## config.mk

```make
export PLATFORM = sky130hd
export DESIGN_NAME = bram_chunk_drain_flat
export DESIGN_NICKNAME = d
export VERILOG_FILES = /design/src/rtl/bram_chunk_drain_if.sv /design/src/rtl/bram_chunk_drain.sv /design/src/flat_wrapper.sv
export SDC_FILE = /design/constraint.sdc
export NUM_CORES = 1
export LEC_CHECK = 0
export CAP_MARGIN = 20
export CORE_ASPECT_RATIO = 1.75
export CORE_MARGIN = 2
export CORE_UTILIZATION = 55
export DETAILED_ROUTE_END_ITERATION = 10
export PLACE_DENSITY = 0.79
export SYNTH_ARGS = -nofsm -noshare
export SYNTH_HDL_FRONTEND = slang
export SYNTH_SLANG_ARGS = --single-unit
```

## constraint.sdc

```tcl
create_clock -name m00_axis_aclk -period 8.42 [get_ports m00_axis_aclk]
set_input_delay 1.263 -clock m00_axis_aclk [delete_from_list [all_inputs] [get_ports m00_axis_aclk]]
set_output_delay 1.263 -clock m00_axis_aclk [all_outputs]
set_load 0.02 [all_outputs]
```

## src/rtl/bram_chunk_drain_if.sv

```systemverilog
// bram_chunk_drain_if
//    AXI4-Stream bundle carrying one packed D2Q9 cell per beat.
//    master modport: drives tdata, tvalid, tlast, tkeep; samples tready.
//    slave  modport: the mirror image, for whatever consumes the stream.
//    DATA_W is the width of one direction word; a beat holds nine of them.
interface bram_chunk_drain_if #(
   parameter int DATA_W = 16
);
   logic [9*DATA_W-1:0]   tdata;
   logic                  tvalid;
   logic                  tready;
   logic                  tlast;
   logic [9*DATA_W/8-1:0] tkeep;

   modport master (output tdata, output tvalid, output tlast, output tkeep, input tready);
   modport slave  (input tdata, input tvalid, input tlast, input tkeep, output tready);
endinterface

```

## src/rtl/bram_chunk_drain.sv

```systemverilog
// bram_chunk_drain
//    Reads the nine D2Q9 direction banks at a shared address, packs each cell
//    into one AXI4-Stream beat and streams the chunk out toward DDR.
//    m00_axis_aclk / m00_axis_aresetn : clock, asynchronous active-low reset
//    start, cell_count                : one-cycle kick-off and number of cells
//    drain_active, done               : BRAM port ownership flag, completion pulse
//    rd_addr, rd_en                   : shared read port to all nine banks
//    null_q .. nw_q                   : bank read data, BRAM_LAT cycles after rd_en
//    m00_axis                         : outbound stream, {nw,w,sw,s,se,e,ne,n,null}
module bram_chunk_drain #(
   parameter int ADDR_W     = 12,
   parameter int DATA_W     = 16,
   parameter int FIFO_DEPTH = 4,
   parameter int BRAM_LAT   = 1
) (
   input  logic              m00_axis_aclk,
   input  logic              m00_axis_aresetn,
   input  logic              start,
   input  logic [ADDR_W:0]   cell_count,
   output logic              drain_active,
   output logic              done,
   output logic [ADDR_W-1:0] rd_addr,
   output logic              rd_en,
   input  logic [DATA_W-1:0] null_q,
   input  logic [DATA_W-1:0] n_q,
   input  logic [DATA_W-1:0] ne_q,
   input  logic [DATA_W-1:0] e_q,
   input  logic [DATA_W-1:0] se_q,
   input  logic [DATA_W-1:0] s_q,
   input  logic [DATA_W-1:0] sw_q,
   input  logic [DATA_W-1:0] w_q,
   input  logic [DATA_W-1:0] nw_q,
   bram_chunk_drain_if.master m00_axis
);

   localparam int PW     = $clog2(FIFO_DEPTH);
   localparam int CW     = $clog2(FIFO_DEPTH + BRAM_LAT + 1) + 1;
   localparam int BEAT_W = 9 * DATA_W;

   localparam logic [ADDR_W:0] CNT_ONE = {{ADDR_W{1'b0}}, 1'b1};
   localparam logic [PW:0]     PTR_ONE = {{PW{1'b0}}, 1'b1};
   localparam logic [CW-1:0]   DEPTH_C = CW'(FIFO_DEPTH);

   typedef enum logic [1:0] {IDLE, RUN, FLUSH, DONE} state_t;

   state_t              state;
   state_t              stateNext;
   logic [ADDR_W:0]     countQ;
   logic [ADDR_W:0]     addrCnt;
   logic [ADDR_W:0]     sentCnt;
   logic [BRAM_LAT-1:0] inflightVld;
   logic [BEAT_W-1:0]   fifoMem [FIFO_DEPTH];
   logic [PW:0]         wrPtr;
   logic [PW:0]         rdPtr;

   logic [PW:0]         occupancy;
   logic [CW-1:0]       inflight;
   logic                fifoEmpty;
   logic                push;
   logic                pop;
   logic                creditOk;
   logic                lastAddr;
   logic                lastBeat;
   logic                allSent;
   logic                drained;
   logic                accept;
   logic [BEAT_W-1:0]   pushData;

   // Count the reads still travelling through the BRAM pipeline.
   always_comb begin
      inflight = '0;
      for (int i = 0; i < BRAM_LAT; i++)
         inflight = inflight + {{(CW-1){1'b0}}, inflightVld[i]};
   end

   // Credit: a read may only be issued if its data is guaranteed a FIFO slot,
   // so the FIFO can never overflow regardless of backpressure.
   always_comb begin
      occupancy = wrPtr - rdPtr;
      fifoEmpty = (occupancy == '0);
      push      = inflightVld[BRAM_LAT-1];
      pop       = !fifoEmpty && m00_axis.tready;
      creditOk  = (CW'(occupancy) + inflight) < DEPTH_C;
      lastAddr  = (addrCnt == countQ - CNT_ONE);
      lastBeat  = (sentCnt == countQ - CNT_ONE);
      allSent   = (sentCnt == countQ) || (pop && lastBeat);
      drained   = fifoEmpty || (pop && occupancy == PTR_ONE);
      accept    = (state == IDLE) && start;
      pushData  = {nw_q, w_q, sw_q, s_q, se_q, e_q, ne_q, n_q, null_q};
   end

   // Next-state and control outputs. A zero-cell drain goes through one
   // FLUSH cycle (which exits at once) so the BRAM ports are still claimed
   // for a cycle and done lands two cycles after start.
   always_comb begin
      stateNext    = state;
      rd_en        = 1'b0;
      done         = 1'b0;
      drain_active = 1'b0;
      case (state)
         IDLE: begin
            if (start)
               stateNext = (cell_count == '0) ? FLUSH : RUN;
         end
         RUN: begin
            drain_active = 1'b1;
            if (creditOk) begin
               rd_en = 1'b1;
               if (lastAddr)
                  stateNext = FLUSH;
            end
         end
         FLUSH: begin
            drain_active = 1'b1;
            if (inflight == '0 && drained && allSent)
               stateNext = DONE;
         end
         DONE: begin
            done      = 1'b1;
            stateNext = IDLE;
         end
         default: stateNext = IDLE;
      endcase
   end

   // State register.
   always_ff @(posedge m00_axis_aclk or negedge m00_axis_aresetn) begin
      if (!m00_axis_aresetn)
         state <= IDLE;
      else
         state <= stateNext;
   end

   // Cell count, read address counter, beat counter and read-latency pipe.
   always_ff @(posedge m00_axis_aclk or negedge m00_axis_aresetn) begin
      if (!m00_axis_aresetn) begin
         countQ      <= '0;
         addrCnt     <= '0;
         sentCnt     <= '0;
         inflightVld <= '0;
      end else begin
         if (accept) begin
            countQ  <= cell_count;
            addrCnt <= '0;
            sentCnt <= '0;
         end else begin
            if (rd_en)
               addrCnt <= addrCnt + CNT_ONE;
            if (pop)
               sentCnt <= sentCnt + CNT_ONE;
         end
         inflightVld[0] <= rd_en;
         for (int i = 1; i < BRAM_LAT; i++)
            inflightVld[i] <= inflightVld[i-1];
      end
   end

   // Output FIFO: data is captured the cycle it leaves the BRAM pipe.
   always_ff @(posedge m00_axis_aclk or negedge m00_axis_aresetn) begin
      if (!m00_axis_aresetn) begin
         wrPtr <= '0;
         rdPtr <= '0;
         for (int i = 0; i < FIFO_DEPTH; i++)
            fifoMem[i] <= '0;
      end else begin
         if (push) begin
            fifoMem[wrPtr[PW-1:0]] <= pushData;
            wrPtr                  <= wrPtr + PTR_ONE;
         end
         if (pop)
            rdPtr <= rdPtr + PTR_ONE;
      end
   end

   assign rd_addr         = addrCnt[ADDR_W-1:0];
   assign m00_axis.tvalid = !fifoEmpty;
   assign m00_axis.tdata  = fifoMem[rdPtr[PW-1:0]];
   assign m00_axis.tlast  = !fifoEmpty && lastBeat;
   assign m00_axis.tkeep  = '1;

endmodule

```

## src/flat_wrapper.sv

```systemverilog
// flat-port wrapper written by rule: the top's interface ports become plain ports
module bram_chunk_drain_flat 
#(
   parameter int ADDR_W     = 12,
   parameter int DATA_W     = 16,
   parameter int FIFO_DEPTH = 4,
   parameter int BRAM_LAT   = 1
)
  (m00_axis_aclk, m00_axis_aresetn, start, cell_count, drain_active, done, rd_addr, rd_en, null_q, n_q, ne_q, e_q, se_q, s_q, sw_q, w_q, nw_q, m00_axis_tdata, m00_axis_tvalid, m00_axis_tlast, m00_axis_tkeep, m00_axis_tready);
  bram_chunk_drain_if #(.DATA_W(DATA_W)) m00_axis_i ();
  input  logic m00_axis_aclk;
  input  logic m00_axis_aresetn;
  input  logic start;
  input  logic [ADDR_W:0] cell_count;
  output logic drain_active;
  output logic done;
  output logic [ADDR_W-1:0] rd_addr;
  output logic rd_en;
  input  logic [DATA_W-1:0] null_q;
  input  logic [DATA_W-1:0] n_q;
  input  logic [DATA_W-1:0] ne_q;
  input  logic [DATA_W-1:0] e_q;
  input  logic [DATA_W-1:0] se_q;
  input  logic [DATA_W-1:0] s_q;
  input  logic [DATA_W-1:0] sw_q;
  input  logic [DATA_W-1:0] w_q;
  input  logic [DATA_W-1:0] nw_q;
  output wire logic [$bits(m00_axis_i.tdata)-1:0] m00_axis_tdata;
  output wire logic [$bits(m00_axis_i.tvalid)-1:0] m00_axis_tvalid;
  output wire logic [$bits(m00_axis_i.tlast)-1:0] m00_axis_tlast;
  output wire logic [$bits(m00_axis_i.tkeep)-1:0] m00_axis_tkeep;
  input wire logic [$bits(m00_axis_i.tready)-1:0] m00_axis_tready;
  assign m00_axis_tdata = m00_axis_i.tdata;
  assign m00_axis_tvalid = m00_axis_i.tvalid;
  assign m00_axis_tlast = m00_axis_i.tlast;
  assign m00_axis_tkeep = m00_axis_i.tkeep;
  assign m00_axis_i.tready = m00_axis_tready;
  bram_chunk_drain #(.ADDR_W(ADDR_W), .DATA_W(DATA_W), .FIFO_DEPTH(FIFO_DEPTH), .BRAM_LAT(BRAM_LAT)) u_core (.m00_axis_aclk(m00_axis_aclk), .m00_axis_aresetn(m00_axis_aresetn), .start(start), .cell_count(cell_count), .drain_active(drain_active), .done(done), .rd_addr(rd_addr), .rd_en(rd_en), .null_q(null_q), .n_q(n_q), .ne_q(ne_q), .e_q(e_q), .se_q(se_q), .s_q(s_q), .sw_q(sw_q), .w_q(w_q), .nw_q(nw_q), .m00_axis(m00_axis_i));
endmodule
```

## After elaboration in Yosys (flattened, before gate mapping)

Index checks and enable logic that the tools add are counted.

- Memories kept: 0
- Bits in latches: 0
- Output and inout bits: 179
- Register bits after elaboration: 624
- Input port bits: 161
- Memory bits (read-only): 0
- RAM bits: 0

- $mul: 0
- Bitwise gates (word level): 2
- Shift-type cells: 0
- $lt $le $gt $ge: 4
- Equality and inequality tests: 11
- Muxes and demuxes: 20
- Divide/modulo/power cells: 0
- Add/subtract/negate cells: 7
- Reductions and logical operators: 19

Operators with widths:

| kind | number |
|---|---|
| 576-bit bitwise mux | 1 |
| 144-bit 2-to-1 mux | 3 |
| 144-bit binary-select mux with 2-bit select | 1 |
| 144-bit demux with 2-bit select | 1 |
| 13-bit 2-to-1 mux | 4 |
| 13-bit equality test | 3 |
| 13-bit by 1-bit adder with 13-bit output, second input constant | 2 |
| 13-bit zero test | 1 |
| 13-bit by 1-bit subtractor with 13-bit output, second input constant | 1 |
| 2-bit 2-to-1 mux | 5 |
| 1-bit logical AND | 8 |
| 2-bit case mux with 4 select lines | 1 |
| 3-bit by 1-bit adder with 3-bit output, second input constant | 2 |
| 3-bit greater-or-equal comparator, second input constant | 2 |
| 2-bit by 1-bit inequality test with 1-bit output, second input constant | 3 |
| 2-bit NOT with 3-bit output | 2 |
| 3-bit by 1-bit adder with 4-bit output | 1 |
| 2-bit equality test, second input constant | 2 |
| 4-bit zero test | 1 |
| 4-bit by 3-bit < comparator with 1-bit output, second input constant | 1 |
| 1-bit 2-to-1 mux | 4 |
| 4-bit AND reduction | 1 |
| 2-bit nonzero test | 2 |
| 3-bit by 1-bit equality test with 1-bit output, second input constant | 1 |
| other kinds (9) | 10 |

## Depth between registers and ports, before layout

Gate-level depths: netlist of run 1.

- Word-level depth: 10
- Mapped depth: 14
- Depth with buffers taken out: 12

## Least setup slack after synthesis of run 1

Ideal clock, no wire load.

- Path type: register to output
- Start: register u_core.rdPtr[1]
- End: output rd_en
- Path buffers: 4
- Stages on the path, launching flop included: 10
- Arrival time: 2.655 ns
- Slack: 4.502 ns
- Cell sequence: dfrtp_1 > clkbuf_1 > clkbuf_1 > buf_1 > inv_1 > fa_1 > xnor3_1 > a31oi_1 > and2_1 > clkbuf_1

- Word-level cells in the longest chain between the ends: 5

RTL lines:

| item | RTL line | source |
|---|---|---|
| start: declaration | bram_chunk_drain.sv:54 | `logic [PW:0] rdPtr;` |
| start signal: assignment | bram_chunk_drain.sv:171 | `rdPtr <= rdPtr + PTR_ONE;` |
| 3-bit subtractor | bram_chunk_drain.sv:79 | `occupancy = wrPtr - rdPtr;` |
| 3-bit by 1-bit adder with 4-bit output | bram_chunk_drain.sv:83 | `creditOk = (CW'(occupancy) + inflight) < DEPTH_C;` |
| 4-bit by 3-bit < comparator with 1-bit output | bram_chunk_drain.sv:83 |  |
| 1-bit 2-to-1 mux | bram_chunk_drain.sv:107 | `if (creditOk) begin` |
| 1-bit 2-to-1 mux | bram_chunk_drain.sv:100 | `case (state)` |
| end: declaration | flat_wrapper.sv:18 | `output logic rd_en;` |

No other way between the ends.

## Worst setup path after layout of run 1

- Start: register u_core.rdPtr[0]
- End: output m00_axis_tdata[102]

- Word-level cells in the longest chain between the ends: 4

RTL lines:

| item | RTL line | source |
|---|---|---|
| 2-bit NOT with 3-bit output (not written as such) | bram_chunk_drain.sv:177 | `assign m00_axis.tdata = fifoMem[rdPtr[PW-1:0]];` |
| 144-bit binary-select mux with 2-bit select | bram_chunk_drain.sv:177 |  |
| 144-bit 2-to-1 mux (not written as such) (2 in series) | bram_chunk_drain.sv:177 |  |
| end: declaration | flat_wrapper.sv:28 | `output wire logic [$bits(m00_axis_i.tdata)-1:0] m00_axis_tdata;` |

No other way between the ends. The select of a mux whose other input is x is not followed.

==> summary.md, run 1 <==
| Metric | Value |
|---|---|
| Status | `complete, no violations` |
| Largest net degree at the start of global routing | `just under 200` |
| Longest Clk Path Bufs | `3` |
| PortBufs | `~320` |
| TritonCTS buffer count | `55` |
| Nets | `roughly 2,200` |
| CP max FO | `42` |
| Pleak | `around 14 nW` |
| Most used cell, CP | `buf_4` |
| Synth warnings | `0` |
| DRT Pass-1 Iters | `5` |
| Htree depth | `2` |
| Worst path buffer plus inverter count | `3` |
| Pre-CTS setup slack | `approximately 3400 ps` |
| Max capacitance violation total | `0` |
| Final count of hold timing violations | `0` |
| Clock-pin transition on the worst setup and hold timing paths | `70 ps` |
| Setup Fix Bufs, Post-CTS | `0` |
| GPL Wtd Cong | `about 0.86` |
| WL final | `~63 mm` |
| Data required time of the worst path | `a little over 7000 ps` |
| Post-route insts no fill | `~2,800` |
| Worst R2R Path Depth | `10` |
| Area of the die | `52,700 sq um` |
| Mapped cell area | `27,900 sq um` |
| Switching pwr | `4.97 mW` |
| CP Capture Type | `primary output` |
| Remaining Overflow, GRT | `0` |
| Iter 0 DRT Violations | `around 890` |
| Primary FF master, synth | `dfrtp_1` |
| Post-Syn Instances | `1,770` |
| Final period utilization | `0.647` |
| Core footprint | `50,300 sq um` |
| Flop-to-flop setup slack | `between 4000 and 5000 ps` |
| Via count | `about 16,000` |
| Peak VDD IR | `about 0.33 mV` |
| Vias in the first global route | `approximately 18,000` |
| Top cells by count, synth | `dfrtp_1 (624), mux2_2 (586), mux4_2 (144), clkbuf_1 (88), nor2_1 (41)` |
| FF-to-FF End | `u_core.state[1]` |
| Post-CTS Hold Fix Bufs | `0` |
| Final worst slack | `slightly below 3000 ps` |
| Worst path slowest cell | `dfrtp_4` |
| Layout area overhead | `20.2%` |
| Critical R2R Launch | `u_core.rdPtr[0]` |
| Drt via density | `5.82` |
| Detailed Place HPWL | `about 40 mm` |
| Cell chain of the critical path | `buf_4, buf_4, mux4_2, clkdlybuf4s50_1` |
| #FFs+latches synth | `~620` |
| Setup violators final | `0` |
| Initial antenna violation count | `9` |
| CP startpoint kind | `flop` |
| Routed Antenna Nets | `0` |
| Clock root buffer | `clkbuf_16` |
| Pint | `about 10 mW` |
| Routed wire per std cell | `22.7 microns` |
| Main area contributors after synthesis | `dfrtp_1 (56%), mux2_2 (24%), mux4_2 (12%)` |
| Met3 usage | `0.0493` |
| Number of enable flip-flop cells after synthesis | `0` |
| DRC violations left | `0` |
| Initial Utilization | `0.555` |
| Filler Cells Inserted | `between 3,000 and 4,000` |
| Fin crit period | `~5400 ps` |
| Width of the die | `174 microns` |
| Resized Gates After CTS | `0` |
| F_max | `~180 MHz` |
| Synth async-reset ratio | `1.00` |
| # clock sinks | `624` |
| Worst-Margin Slew | `roughly 1100 ps` |
| Post-synth top area share | `0.559` |
| Reg power frac | `0.364` |
| Worst hold path class | `reg2reg` |
| CP max stage delay | `between 800 and 900 ps` |
| Syn avg cell area | `15.8 sq um` |
| Yosys cell types | `54` |
| Switch share | `0.335` |
| Power Density | `~440 nW/um^2` |
| Clock power frac | `0.181` |
| Gr usage total | `0.240` |
| Fin Setup TNS | `0 ps` |
| Site Rows | `about 110` |
| Min-delay src | `u_core.fifoMem[228]` |
| Leading area contributor after synthesis | `dfrtp_1` |
| GRT met1 Usage | `0.290` |
| First-pass GRT wire length | `around 100 mm` |
| Combinational power share | `0.455` |
| Crit path DAT | `approximately 4200 ps` |
| Fraction of layout cells with a size suffix above 1 | `0.410` |
| Placed Cells | `2,649` |
| Busiest grt layer | `met2` |
| Met2 usage | `0.430` |
| Critical path class | `reg2out` |
| CP delay by family, top | `buffers and inverters` |
| Unrepaired setup endpoints after global routing | `no` |
| TritonCTS clock tree | `done` |
| Clock latency on the worst-skew pair | `around 600 ps` |
| Most frequent cell after synthesis | `dfrtp_1` |
| Hold-critical path depth | `1` |
| Register area share after synthesis | `0.559` |
| Final-report max-slew violation count | `0` |
| Hold endpoint | `u_core.fifoMem[228]` |
| Slew HR | `0.269` |
| Io pins | `340` |
| Clk_skew | `22.7 ps` |
| Die Height | `roughly 300 microns` |
## logic make-up (layout without fill, tap and decap cells)
logic type | Yosys count | in the layout | share of synthesized area
simple gates | 133 | 133 | 0.0241
compound gates | 42 | 42 | 0.0102
fa+ha+maj | 15 | 15 | 0.00698
other cells | 1 | 27 | 0.000134
flops | 624 | 624 | 0.559
mux | 734 | 734 | 0.354
buf+inv | 159 | 460 | 0.0263
xor+xnor | 62 | 62 | 0.0199
## layer usage
metal	vias up	share of wire	wire length [microns]
li1	7015	-	-
met1	8565	0.39	24300
met2	411	0.53	33300
met3	92	0.052	3280
met4	4	0.027	1670
met5	-	0.00048	30
## stage by stage
| stage | hold slack [ps] | area (sq um) | power (mW) | utilization |
|---|---|---|---|---|
| floorplan | 447 | 28000 | 9.61 | - |
| global placement | 465 | 31600 | 12.0 | 0.628 |
| detailed placement | 489 | 31600 | 12.2 | 0.628 |
| CTS | 503 | 33500 | 15.0 | 0.667 |
| global route | 509 | 33600 | 15.6 | 0.667 |
| finish | 501 | 33600 | 14.9 | 0.668 |
## cells in the final DEF, fill, tap and decap left out, types with 9 or more instances in the layout
cell type,count
nor2_1,41
clkbuf_16,56
diode_2,9
nand2_1,24
mux4_2,144
o21ai_0,16
buf_4,17
clkinv_2,11
ha_1,14
clkdlybuf4s50_1,320
clkbuf_8,15
nor4_1,9
mux2_2,586
dfrtp_1,622
inv_1,15
xor2_1,32
clkbuf_1,11
xnor2_1,29
nand3_1,14
conb_1,18
## worst register-to-register path: cells and delay by family, from the launching register on
kind / cells / cell delay (ps)
fa+ha+maj: 2 / 650
xor+xnor: 1 / 230
mux: 1 / 370
simple gates: 2 / 840
buf+inv: 1 / 60
compound gates: 3 / 920
flops: 1 / 840
## power groups by stage
stage                     Sequential (mW)  Combinational, mW  Clock, mW
after global routing                 5.59               7.17       2.87
final                                5.41               6.75       2.69
after CTS                            5.40               6.84       2.75
after detailed placement             5.44               6.80          0
after global placement               5.31               6.65          0
after floorplan                      5.00               4.61          0
## worst max path at each step
| stage | start | end | depth (start not counted) |
|---|---|---|---|
| after floorplan | u_core.rdPtr[1] | rd_en | 9 |
| after global placement | u_core.rdPtr[0] | m00_axis_tdata[102] | 4 |
| after detailed placement | u_core.rdPtr[0] | m00_axis_tdata[102] | 4 |
| after CTS | u_core.rdPtr[0] | m00_axis_tdata[102] | 4 |
| after global routing | u_core.rdPtr[0] | m00_axis_tdata[102] | 4 |
| final | u_core.rdPtr[0] | m00_axis_tdata[102] | 4 |
## cell type report
class / instances / area [sq um] / area share
Clock buffer: 82 / 1650 / 0.0491
Multi-Input combinational cell: 1004 / 11700 / 0.348
Clock inverter: 22 / 307 / 0.00912
Inverter: 15 / 56.3 / 0.00168
Antenna cell: 9 / 22.5 / 0.000670
Tap cell: 666 / 833 / 0.0248
Timing Repair Buffer: 341 / 3410 / 0.102
Sequential cell: 624 / 15600 / 0.465
## flip-flops by register name (all words and copies together) (netlist names)
signal and flops:
u_core.rdPtr 3, u_core.inflightVld 1, u_core.wrPtr 3, u_core.state 2, u_core.countQ 13, u_core.addrCnt 13
u_core.fifoMem 576, u_core.sentCnt 13
(Power assumes the default switching activity.)
==> inputs of run 2 (changes only) <==
CORE_UTILIZATION = 51   (was 55)
PLACE_DENSITY = 0.77   (was 0.79)
clock period = 4.95 ns   (was 8.42 ns; I/O delays follow)
==> run 2 against run 1 <==
  * Critical path depth rose by 5
  * Largest power group unchanged
  * Cell area rose by 0.22%
  * Final cell count rose by 0.65%
  * Clock skew fell by 7.6 ps
  * Register-to-register slack got worse by 3300 ps
  * Routed wire length rose by 1.5%
  * Hold slack got worse by 290 ps
  * Combinational power rose by 73%
  * Clock power rose by 67%
  * First-iteration DRC count fell by 6.3%
  * Power rose by 70%
  * Count of clock-buffer cells in the layout fell by 2
==> summary.md, run 2 (same netlist as run 1, synthesis figures left out) <==
| Metric | Value |
|---|---|
| Largest net degree at the start of global routing | `146 (-24%)` |
| CP Capture Type | `primary output` |
| Unrepaired setup endpoints after global routing | `no` |
| Final-report max-slew violation count | `0 (unchanged)` |
| Final count of hold timing violations | `0 (unchanged)` |
| Routed Antenna Nets | `0 (unchanged)` |
| CP max stage delay | `610 ps (-230 ps)` |
| Initial antenna violation count | `7 (-2)` |
| Htree depth | `2 (unchanged)` |
| Clock-pin transition on the worst setup and hold timing paths | `60 ps (about the same)` |
| Site Rows | `113 (+3.7%)` |
| First-pass GRT wire length | `101 mm (+1.7%)` |
| Top reg by flops | `u_core.fifoMem` |
| Gr usage total | `0.228 (-0.0121)` |
| Met3 usage | `0.0595 (+0.0103)` |
| Busiest grt layer | `met2` |
| Worst R2R Path Depth | `10 (unchanged)` |
| Core footprint | `54,300 sq um (+7.9%)` |
| Critical R2R Launch | `u_core.countQ[0]` |
| Slew HR | `0.0158 (-0.253)` |
| Via count | `16,000 (-0.48%)` |
| GPL Wtd Cong | `0.878 (+1.5%)` |
| Worst-Margin Slew | `1480 ps (+380 ps)` |
| Initial Utilization | `0.515 (-0.0406)` |
| CP delay by family, top | `simple AND/OR/NAND/NOR gates` |
| Remaining Overflow, GRT | `0 (unchanged)` |
| Worst Setup SP | `u_core.countQ[0]` |
| Crit path depth | `9 (+5)` |
| Fin Setup TNS | `0 ps (unchanged)` |
| Final worst slack | `371 ps (-2600 ps)` |
| DRT Pass-1 Iters | `5 (unchanged)` |
| CP startpoint kind | `flop` |
| Clk_skew | `15.0 ps (-7.65 ps)` |
| Longest Clk Path Bufs | `3 (unchanged)` |
| Met2 usage | `0.412 (-0.0172)` |
| Fraction of layout cells with a size suffix above 1 | `0.410 (-0.000565)` |
| Data required time of the worst path | `4210 ps (-2950 ps)` |
| Cell chain of the critical path | `inv_1, ha_1, or3b_1, or4_4, nor3b_1, a21oi_1, o31ai_1, and3_1, clkdlybuf4s50_1` |
| Status | `complete, no violations` |
| Routed wire per std cell | `22.8 microns (+0.81%)` |
| Drt via density | `5.76 (-1.1%)` |
| Fin crit period | `4580 ps` |
| WL final | `63.5 mm (+1.5%)` |
| TritonCTS buffer count | `56 (+1.8%)` |
| TritonCTS clock tree | `done` |
| Worst setup endpoint | `m00_axis_tlast` |
| Vias in the first global route | `18,200 (+0.75%)` |
| Worst path slowest cell | `clkdlybuf4s50_1` |
| Area of the die | `56,800 sq um (+7.7%)` |
| Resized Gates After CTS | `0 (unchanged)` |
| FF-to-FF End | `u_core.state[1]` |
| Iter 0 DRT Violations | `832 (-6.3%)` |
| Peak VDD IR | `0.487 mV (+49%)` |
| Clock latency on the worst-skew pair | `600 ps (about the same)` |
| # clock sinks | `624 (unchanged)` |
| Clock root buffer | `clkbuf_16` |
| Power Density | `749 nW/um^2 (+69%)` |
| Io pins | `340 (unchanged)` |
| Worst path buffer plus inverter count | `2 (-1)` |
| Commonest cells after routing, fill and taps aside | `dfrtp_1 (622), mux2_2 (586), clkdlybuf4s50_1 (320), mux4_2 (144), clkbuf_16 (56)` |
| Width of the die | `181 microns (+3.8%)` |
| Setup violators final | `0 (unchanged)` |
| Detailed Place HPWL | `40.7 mm (+2.4%)` |
| F_max | `approximately 220 MHz` |
| Filler Cells Inserted | `4,073 (+17%)` |
| PortBufs | `321 (unchanged)` |
| DRC violations left | `0 (unchanged)` |
| CP max FO | `7 (-83%)` |
| Setup Fix Bufs, Post-CTS | `0 (unchanged)` |
| Most common cell after layout, fill and taps aside | `dfrtp_1` |
| GRT met1 Usage | `0.263 (-0.0277)` |
| Final period utilization | `0.925` |
| Largest register FFs | `576 (unchanged)` |
| Post-CTS Hold Fix Bufs | `0 (unchanged)` |
| Max capacitance violation total | `0 (unchanged)` |
| Layout area overhead | `20.5%` |
| Crit path DAT | `3840 ps (-350 ps)` |
| Die Height | `314 microns (+3.8%)` |
| Pleak | `13.9 nW (about the same)` |
| Worst hold path class | `in2async` |
| Critical path class | `reg2out` |
| Pre-CTS setup slack | `1000 ps (-2420 ps)` |
| Nets | `2,221 (+0.18%)` |
| Flop-to-flop setup slack | `1100 ps (-3310 ps)` |
run 2: cell count changes in the layout (fill, tap and decap cells not counted), sizes merged:
cell,before,now
buf,21,24
bufinv,7,6
clkbuf,82,80
clkinv,12,8
clkinvlp,1,4
diode,9,5
inv,17,16
run 2: how the worst min path moves through the flow:
stage,startpoint,end,slack [ps],cells past startpoint
after floorplan,m00_axis_aresetn,u_core.addrCnt[0],450,0
after global placement,u_core.rdPtr[2],u_core.rdPtr[2],470,1
after detailed placement,u_core.rdPtr[2],u_core.rdPtr[2],480,1
after CTS,m00_axis_aresetn,u_core.addrCnt[1],240,1
after global routing,m00_axis_aresetn,u_core.addrCnt[1],290,1
final,m00_axis_aresetn,u_core.addrCnt[1],210,1
run 2: layer usage:
layer,up-vias,part of all wire
met5,-,0.00054
met2,377,0.53
met4,6,0.027
met1,8507,0.38
met3,99,0.065
li1,7020,-
run 2: stage by stage:
| step | hold slack (ps) | power, mW | instance area, sq um | cells | util |
|---|---|---|---|---|---|
| after floorplan | 447 | 16.3 | 28000 | 1787 | - |
| after global placement | 468 | 20.4 | 31800 | 2677 | 0.585 |
| after detailed placement | 480 | 20.9 | 31800 | 2677 | 0.585 |
| after CTS | 240 | 25.5 | 33700 | 2776 | 0.620 |
| after global routing | 290 | 26.6 | 33700 | 2780 | 0.620 |
| final | 211 | 25.2 | 33700 | 2781 | 0.620 |
run 2: power by group:
part / total (mW) / internal, mW / leakage (nW) / switching, mW
Combinational: 11.7 / 6.54 / 5.60 / 5.14
Sequential: 9.04 / 7.65 / 7.33 / 1.39
Clock: 4.50 / 2.59 / 0.921 / 1.91
run 2: cell type report:
class,count,area [sq um],area share
repair buffers,344,3530,0.105
flip-flops and latches,624,15600,0.464
inverters,15,56.3,0.00167
well taps,690,863,0.0256
diodes,5,12.5,0.000372
clock inverters,19,274,0.00814
clock buffers,80,1620,0.0482
multi-input cells,1004,11700,0.347
